$ cat config.mk
export PLATFORM = sky130hd
export DESIGN_NAME = pipe_stage_buf
export DESIGN_NICKNAME = d
export VERILOG_FILES = /design/src/rtl/pipe_stage_buf.sv
export SDC_FILE = /design/constraint.sdc
export NUM_CORES = 1
export LEC_CHECK = 0
export ABC_CLOCK_PERIOD_IN_PS = 1700
export CAP_MARGIN = 20
export CORE_ASPECT_RATIO = 0.5
export CORE_MARGIN = 5
export CORE_UTILIZATION = 50
export DETAILED_ROUTE_END_ITERATION = 16
export DONT_BUFFER_PORTS = 1
export SYNTH_ARGS = -nofsm -noshare
export SYNTH_HDL_FRONTEND = slang
export SYNTH_SLANG_ARGS = --single-unit
$ cat constraint.sdc
create_clock -name clk -period 1.7 [get_ports clk]
set_input_delay 0.255 -clock clk [delete_from_list [all_inputs] [get_ports clk]]
set_output_delay 0.255 -clock clk [all_outputs]
set_load 0.05 [all_outputs]
$ cat src/rtl/pipe_stage_buf.sv
// Elastic inter-stage pipeline register: 2-entry skid buffer with valid/ready and sync flush.
// Optional perf counters (stall_cycles, bubble_cycles) are built when PIPE_STAGE_PERF_EN is defined.
module pipe_stage_buf #(
    parameter int unsigned       DATA_W     = 128,
    parameter logic [DATA_W-1:0] RESET_DATA = '0,
    parameter int unsigned       CNT_W      = 32
) (
    input  logic              clk,
    input  logic              rst_n,
    input  logic              in_valid,
    output logic              in_ready,
    input  logic [DATA_W-1:0] in_data,
    input  logic              flush,
    output logic              out_valid,
    input  logic              out_ready,
    output logic [DATA_W-1:0] out_data,
`ifdef PIPE_STAGE_PERF_EN
    output logic [CNT_W-1:0]  stall_cycles,
    output logic [CNT_W-1:0]  bubble_cycles,
`endif
    output logic [1:0]        occupancy
);

    if (DATA_W < 1) begin : g_bad_data_w
        $error("DATA_W must be at least 1");
    end
    if (CNT_W < 1) begin : g_bad_cnt_w
        $error("CNT_W must be at least 1");
    end

    logic              main_v_q, main_v_d;
    logic              skid_v_q, skid_v_d;
    logic [DATA_W-1:0] main_d_q, main_d_d;
    logic [DATA_W-1:0] skid_d_q, skid_d_d;
    logic [1:0]        occ_q, occ_d;
    logic              acc, pop;

    assign in_ready  = ~skid_v_q;
    assign out_valid = main_v_q;
    assign out_data  = main_d_q;
    assign occupancy = occ_q;

    assign acc = in_valid & in_ready;
    assign pop = main_v_q & out_ready;

    always_comb begin
        main_v_d = main_v_q;
        skid_v_d = skid_v_q;
        main_d_d = main_d_q;
        skid_d_d = skid_d_q;
        if (flush) begin
            // Payloads stay put so out_data keeps its last value; only the valids drop.
            main_v_d = 1'b0;
            skid_v_d = 1'b0;
        end else begin
            unique case ({main_v_q, skid_v_q})
                2'b00: begin
                    if (acc) begin
                        main_d_d = in_data;
                        main_v_d = 1'b1;
                    end
                end
                2'b10: begin
                    if (pop && acc) begin
                        main_d_d = in_data;
                    end else if (pop) begin
                        main_v_d = 1'b0;
                    end else if (acc) begin
                        skid_d_d = in_data;
                        skid_v_d = 1'b1;
                    end
                end
                2'b11: begin
                    if (pop) begin
                        main_d_d = skid_d_q;
                        skid_v_d = 1'b0;
                    end
                end
                default: begin
                    // Unreachable; recover to empty rather than hold a skid with no main.
                    main_v_d = 1'b0;
                    skid_v_d = 1'b0;
                end
            endcase
        end
        occ_d = {1'b0, main_v_d} + {1'b0, skid_v_d};
    end

    always_ff @(posedge clk) begin
        if (!rst_n) begin
            main_v_q <= 1'b0;
            skid_v_q <= 1'b0;
            main_d_q <= RESET_DATA;
            skid_d_q <= '0;
            occ_q    <= 2'd0;
        end else begin
            main_v_q <= main_v_d;
            skid_v_q <= skid_v_d;
            main_d_q <= main_d_d;
            skid_d_q <= skid_d_d;
            occ_q    <= occ_d;
        end
    end

`ifdef PIPE_STAGE_PERF_EN
    logic [CNT_W-1:0] stall_q, bubble_q;

    assign stall_cycles  = stall_q;
    assign bubble_cycles = bubble_q;

    // Saturating counters sampled from pre-edge state; flush does not clear them.
    always_ff @(posedge clk) begin
        if (!rst_n) begin
            stall_q  <= '0;
            bubble_q <= '0;
        end else begin
            if (main_v_q && !out_ready && (stall_q != '1)) begin
                stall_q <= stall_q + CNT_W'(1);
            end
            if (!main_v_q && (bubble_q != '1)) begin
                bubble_q <= bubble_q + CNT_W'(1);
            end
        end
    end
`endif

endmodule

==> flow_metrics.env, run 1 <==
export IMPL_run_status="finished, violations left"
export IMPL_violations="negative hold slack"
export IMPL_final_nets=1644
export IMPL_grt_pass1_wl_um=63900
export IMPL_drive_above_1_share_pct=21.1
export IMPL_crit_arrival_ns=2.07
export IMPL_dr_max_layer_used="met5"
export IMPL_wl_met3_um=3590
export IMPL_hold_ws_ns=-0.0252
export IMPL_drv_cap=0
export IMPL_synthesis_nets=1496
export IMPL_vias=12000
export IMPL_gp_congestion=0.793
export IMPL_ios=265
export IMPL_setup_tns_ns=0
export IMPL_clkLatencyLatePin_ns=0.53
export IMPL_hold_viol_final=34
export IMPL_hp_start="flush"
export IMPL_grt_usage_pct=27.8
export IMPL_antenna_found_initial=4
export IMPL_critPathMaxFanout=70
export IMPL_initial_core_util_pct=51.5
export IMPL_ys_seq_area_share_pct=43.8
export IMPL_via_per_inst=6.55
export IMPL_hp_class="in2reg"
export IMPL_io_buffers=0
export IMPL_cts_buffers=25
export IMPL_cts_clk_slew_worst_paths_ns=0.07
export IMPL_crit_buf_inv=1
export IMPL_yosysUniqueCellTypes=27
export IMPL_yosysWarnings=0
export IMPL_cts_max_path_buffers=3
export IMPL_p_leak_nw=5.33
export IMPL_drcViolationCount=0
export IMPL_whs_endpoint="skid_d_q[93]$_SDFFE_PN0P_"
export IMPL_gr_total_overflow=0
export IMPL_cp_top_family="compound AO/OA/AOI/OAI gates"
export IMPL_die_w_um=228
export IMPL_synth_area_mm2=0.0119
export IMPL_synth_edf_count=0
export IMPL_rsz0062_at_grt="no"
export IMPL_final_common_cell="dfxtp_1"
export IMPL_synth_async_reset_ratio_pct=0
export IMPL_drt_total_wl_um=41000
export IMPL_crit_path_start_kind="flip-flop"
export IMPL_wl_met2_um=19100
export IMPL_tightestPinTransition_ns=0.590
export IMPL_fmax_mhz=612
export IMPL_drt_initial_drc_count=1352
export IMPL_reg2reg_slack_ns=0.07
export IMPL_p_per_area_mw_per_mm2=960
export IMPL_holdPathStages=2
export IMPL_cts_root_buf="clkbuf_16"
export IMPL_layout_common_cells="dfxtp_1, nand3_1, buf_4, dlygate4sd3_1"
export IMPL_synth_top_area_share_pct=43.8
export IMPL_wl_per_cell_um=22.3
export IMPL_worstSetupPathDepth=4
export IMPL_syn_area_per_cell_um2=8.72
export IMPL_clock_sinks=260
export IMPL_ant_nets=0
export IMPL_slowest_stage="dfxtp_4"
export IMPL_die_h_um=119
export IMPL_critPathCaptureType="flip-flop"
export IMPL_max_stage_delay_ns=0.48
export IMPL_ir_worst_vdd_mv=0.679
export IMPL_drv_slew=0
export IMPL_grt_max_degree=133
export IMPL_crit_path_cell_trace="o21ba_4 > buf_12 > a31oi_1 > a311oi_2"
export IMPL_fin_crit_ns=1.63
export IMPL_reg2regPathDepth=4
export IMPL_ys_top_cells_by_area="dfxtp_1, a311oi_2, nand3_1, a31oi_1, a21oi_1"
export IMPL_timing_final_crit_share_pct=96.1
export IMPL_core_mm2=0.0231
export IMPL_syn_to_final_growth_pct=28.0
export IMPL_grt_pass1_vias=11200
export IMPL_dr_pass1_iters=6
export IMPL_setup_viol=0
export IMPL_path_class="reg2reg"
export IMPL_finish_utilization_pct=65.8
export IMPL_cp_data_required_time_ns=2.13
export IMPL_dpl_hpwl_um=22700
export IMPL_core_rowCount=39
export IMPL_reg2reg_to="out_data[114]$_SDFFE_PN0P_"
export IMPL_slew_headroom_pct=60.7
export IMPL_ys_ff_latch=260
export IMPL_h_tree_depth=1
export IMPL_synth_ff_type="dfxtp_1"
export IMPL_met1_length_um=17000
export IMPL_die_area_mm2=0.0271
export IMPL_netlist_instances=1362
export IMPL_yosysTopAreaCell="dfxtp_1"
export IMPL_r2r_start="skid_v_q$_SDFF_PN0_"
export IMPL_cts_tree="yes"
export IMPL_skew_ns=0.0102
[cells in the mapped netlist (2+ instances only)]
library cell and count:
a311oi_1 28, buf_6 15, nand2b_1 2, o21ai_1 2, a21oi_1 129, dfxtp_1 260, clkbuf_1 88, o21ai_0 128
and2_1 2, buf_4 14, a311oi_2 100, nand3_1 256, inv_1 3, buf_2 66, a31oi_1 128, nand2_1 130
[worst max path at each step]
stage,endpoint,start
floorplan,occupancy[0]$_SDFF_PN0_,out_valid$_SDFF_PN0_
global placement,out_data[52]$_SDFFE_PN0P_,skid_v_q$_SDFF_PN0_
detailed placement,out_data[81]$_SDFFE_PN0P_,skid_v_q$_SDFF_PN0_
CTS,out_valid,out_valid$_SDFF_PN0_
global route,out_data[115]$_SDFFE_PN0P_,skid_v_q$_SDFF_PN0_
finish,out_data[114]$_SDFFE_PN0P_,skid_v_q$_SDFF_PN0_
[metal layers]
layer | global-route usage [%] | vias to the layer above
met2 | 44.3 | 594
met1 | 37.8 | 5910
met5 | 0 | -
met4 | 7.78 | 2
met3 | 7.39 | 108
li1 | - | 5419
[power by group]
part / internal, W / switching (W)
logic: 0.000914 / 0.00175
registers: 0.00633 / 0.000102
clock network: 0.00305 / 0.00245
[sequential cells by signal (all words and copies together) (netlist names)]
signal     cells
out_valid      1
skid_v_q       1
occupancy      2
out_data     128
skid_d_q     128
[cells by family after synthesis]
group           count (synthesis)  share of synthesized area, %
compound gates                517                          32.5
flops                         260                          43.8
simple gates                  395                          15.5
fa+ha+maj                       1                         0.105
buf+inv                       189                          8.07
[worst reg2reg max path, cell delays in order (launching register included)]
cell      delay (ns)
dfxtp_4         0.48
o21ba_4         0.23
buf_12          0.32
a31oi_1         0.22
a311oi_2        0.27
[what timing repair did]
| item | in CTS | in global routing |
|---|---|---|
| gates resized for setup | 4 | 0 |
| hold endpoints to repair | 260 | 4 |
| buffers inserted | 1 | 0 |
| setup endpoints to repair | 1 | 0 |
| hold buffers | 133 | 2 |
[metrics by stage]
step           instance area (um2)  setup slack [ns]  total power [W]  std cells  hold slack, ns
3_3_place_gp                 13000             0.153          0.00882       1653           0.351
2_1_floorplan                11900           0.00329          0.00827       1362           0.377
3_5_place_dp                 13000             0.112          0.00886       1653           0.352
4_1_cts                      15200            0.0873           0.0146       1833         -0.0526
6_report                     15200            0.0670           0.0146       1838         -0.0252
5_1_grt                      15200           0.00586           0.0151       1838         -0.0158
[area by class of cell]
| class | count | area, um2 |
|---|---|---|
| diodes | 3 | 7.51 |
| fillers | 1841 | 7890 |
| inverters | 4 | 25.0 |
| repair buffers | 306 | 3020 |
| multi-input cells | 913 | 5760 |
| clock buffers | 35 | 703 |
| clock inverters | 10 | 87.6 |
| well taps | 307 | 384 |
| flip-flops and latches | 260 | 5210 |
Power figures use the tool's default switching activity.
==> run 2, diff against run 1 <==
--- a/config.mk
+++ b/config.mk
@@ -6,10 +6,11 @@
 export NUM_CORES = 1
 export LEC_CHECK = 0
 export ABC_CLOCK_PERIOD_IN_PS = 1700
-export CAP_MARGIN = 20
 export CORE_ASPECT_RATIO = 0.5
 export CORE_MARGIN = 5
 export CORE_UTILIZATION = 50
+export CTS_BUF_LIST = sky130_fd_sc_hd__clkbuf_4
+export CTS_CLUSTER_SIZE = 8
 export DETAILED_ROUTE_END_ITERATION = 16
 export DONT_BUFFER_PORTS = 1
 export SYNTH_ARGS = -nofsm -noshare
==> flow_metrics.env, run 2 (same netlist as run 1, synthesis figures left out) <==
export IMPL_crit_arrival_ns=2.27
export IMPL_antenna_found_initial=4
export IMPL_via_per_inst=6.41
export IMPL_hold_viol_final=127
export IMPL_clock_sinks=260
export IMPL_clockPowerShare_pct=34.6
export IMPL_skew_ns=0.0208
export IMPL_critPathMaxFanout=51
export IMPL_grt_max_degree=133
export IMPL_drv_cap=0
export IMPL_drt_total_wl_um=41300
export IMPL_core_rowCount=39
export IMPL_h_tree_depth=2
export IMPL_cts_max_path_buffers=3
export IMPL_rsz0062_at_grt="yes"
export IMPL_core_mm2=0.0231
export IMPL_ios=265
export IMPL_io_buffers=0
export IMPL_cts_clk_slew_worst_paths_ns=0.07
export IMPL_grt_pass1_vias=11600
export IMPL_syn_to_final_growth_pct=27.7
export IMPL_path_class="reg2reg"
export IMPL_die_w_um=228
export IMPL_gr_total_overflow=0
export IMPL_grt_usage_pct=28.4
export IMPL_hold_ws_ns=-0.179
export IMPL_reg2regPathDepth=5
export IMPL_run_status="finished, violations left"
export IMPL_cts_root_buf="clkbuf_4"
export IMPL_drcViolationCount=0
export IMPL_holdPathStages=2
export IMPL_setup_viol=11
export IMPL_grt_pass1_wl_um=64700
export IMPL_gp_congestion=0.793
export IMPL_cp_data_required_time_ns=2.25
export IMPL_p_per_area_mw_per_mm2=915
export IMPL_crit_path_start_kind="flip-flop"
export IMPL_drv_slew=0
export IMPL_swShare_pct=31.1
export IMPL_initial_core_util_pct=51.5
export IMPL_timing_final_crit_share_pct=101
export IMPL_die_h_um=119
export IMPL_slew_headroom_pct=60.7
export IMPL_cts_tree="yes"
export IMPL_worst_slack_ns=-0.0137
export IMPL_p_leak_nw=5.40
export IMPL_violations="negative hold slack, negative setup slack"
export IMPL_die_area_mm2=0.0271
export IMPL_finish_utilization_pct=65.7
export IMPL_critPathCaptureType="flip-flop"
export IMPL_ant_nets=0
export IMPL_combPwrFrac_pct=19.1
export IMPL_vias=12200
export IMPL_final_nets=1682
export IMPL_wl_per_cell_um=21.8
export IMPL_seq_power_share_pct=46.3
export IMPL_layout_common_cells="dfxtp_1, nand3_1, buf_4, dlygate4sd3_1"
export IMPL_drive_above_1_share_pct=23.8
export IMPL_fin_crit_ns=1.71
export IMPL_dpl_hpwl_um=22700
export IMPL_tightestPinTransition_ns=0.589
export IMPL_final_common_cell="dfxtp_1"
export IMPL_hp_class="in2reg"
export IMPL_cts_buffers=60
export IMPL_dr_pass1_iters=7
export IMPL_fill_cells=1865
export IMPL_place_ws_ns=0.112
export IMPL_clkLatencyLatePin_ns=0.69
export IMPL_ir_worst_vdd_mv=0.599
export IMPL_drt_initial_drc_count=1370
export IMPL_fmax_mhz=584
export IMPL_intPower_w=0.00956
export IMPL_p_switching_w=0.00431
==> run 2: metrics by stage <==
step / TNS, ns / total power [W] / instances / hold WS (ns) / instance area [um2]
global route: -2.56 / 0.0145 / 1897 / -0.232 / 15200
floorplan: 0 / 0.00827 / 1362 / 0.377 / 11900
detailed placement: 0 / 0.00886 / 1653 / 0.352 / 13000
CTS: -0.0340 / 0.0140 / 1893 / -0.277 / 15100
global placement: 0 / 0.00882 / 1653 / 0.351 / 13000
finish: -0.0726 / 0.0139 / 1897 / -0.179 / 15200
==> run 2: worst max-delay path: stages, from the launching register on <==
cell and delay, ns:
dfxtp_4 0.37, buf_4 0.20, nand2b_4 0.24, and3_4 0.26, buf_12 0.30, a311oi_2 0.16
==> run 2: what timing repair did <==
action                                  CTS  global route
endpoints found under the setup margin    2           136
setup buffers                             5             0
resized for setup                         7             9
endpoints found under the hold margin   260           130
hold buffers                            133             1
gates cloned                              1             1
==> run 2: routing by layer <==
layer | part of all wire (%) | up-vias | track usage, %
li1 | - | 5519 | -
met1 | 41 | 5935 | 37.6
met2 | 47 | 625 | 44.6
met3 | 9.9 | 83 | 8.39
met4 | 2.3 | 2 | 9.85
met5 | 0.031 | - | 0
==> run 2: area by class of cell <==
cell class | count | area [um2] | share of cell area (%)
Antenna cell | 3 | 7.51 | 0.0495
Clock buffer | 87 | 653 | 4.31
Clock inverter | 14 | 55.1 | 0.363
Inverter | 4 | 25.0 | 0.165
Multi-Input combinational cell | 913 | 5760 | 38.0
Sequential cell | 260 | 5210 | 34.4
Tap cell | 307 | 384 | 2.53
Timing Repair Buffer | 309 | 3060 | 20.2
==> run 2: power by group through the flow <==
stage / logic, W / registers, W / clock network (W)
after floorplan: 0.000948 / 0.00732 / 0
after global placement: 0.00227 / 0.00655 / 0
after detailed placement: 0.00230 / 0.00656 / 0
after CTS: 0.00263 / 0.00642 / 0.00493
after global routing: 0.00277 / 0.00644 / 0.00527
final: 0.00265 / 0.00642 / 0.00480
==> run 2: final timing paths <==
check / slack, ns / endpoint / start
max: -0.01 / out_data[51]$_SDFFE_PN0P_ / out_valid$_SDFF_PN0_
max reg2reg: -0.01 / out_data[51]$_SDFFE_PN0P_ / out_valid$_SDFF_PN0_
min: -0.18 / skid_d_q[18]$_SDFFE_PN0P_ / flush
min reg2reg: 0.47 / skid_d_q[36]$_SDFFE_PN0P_ / skid_d_q[36]$_SDFFE_PN0P_
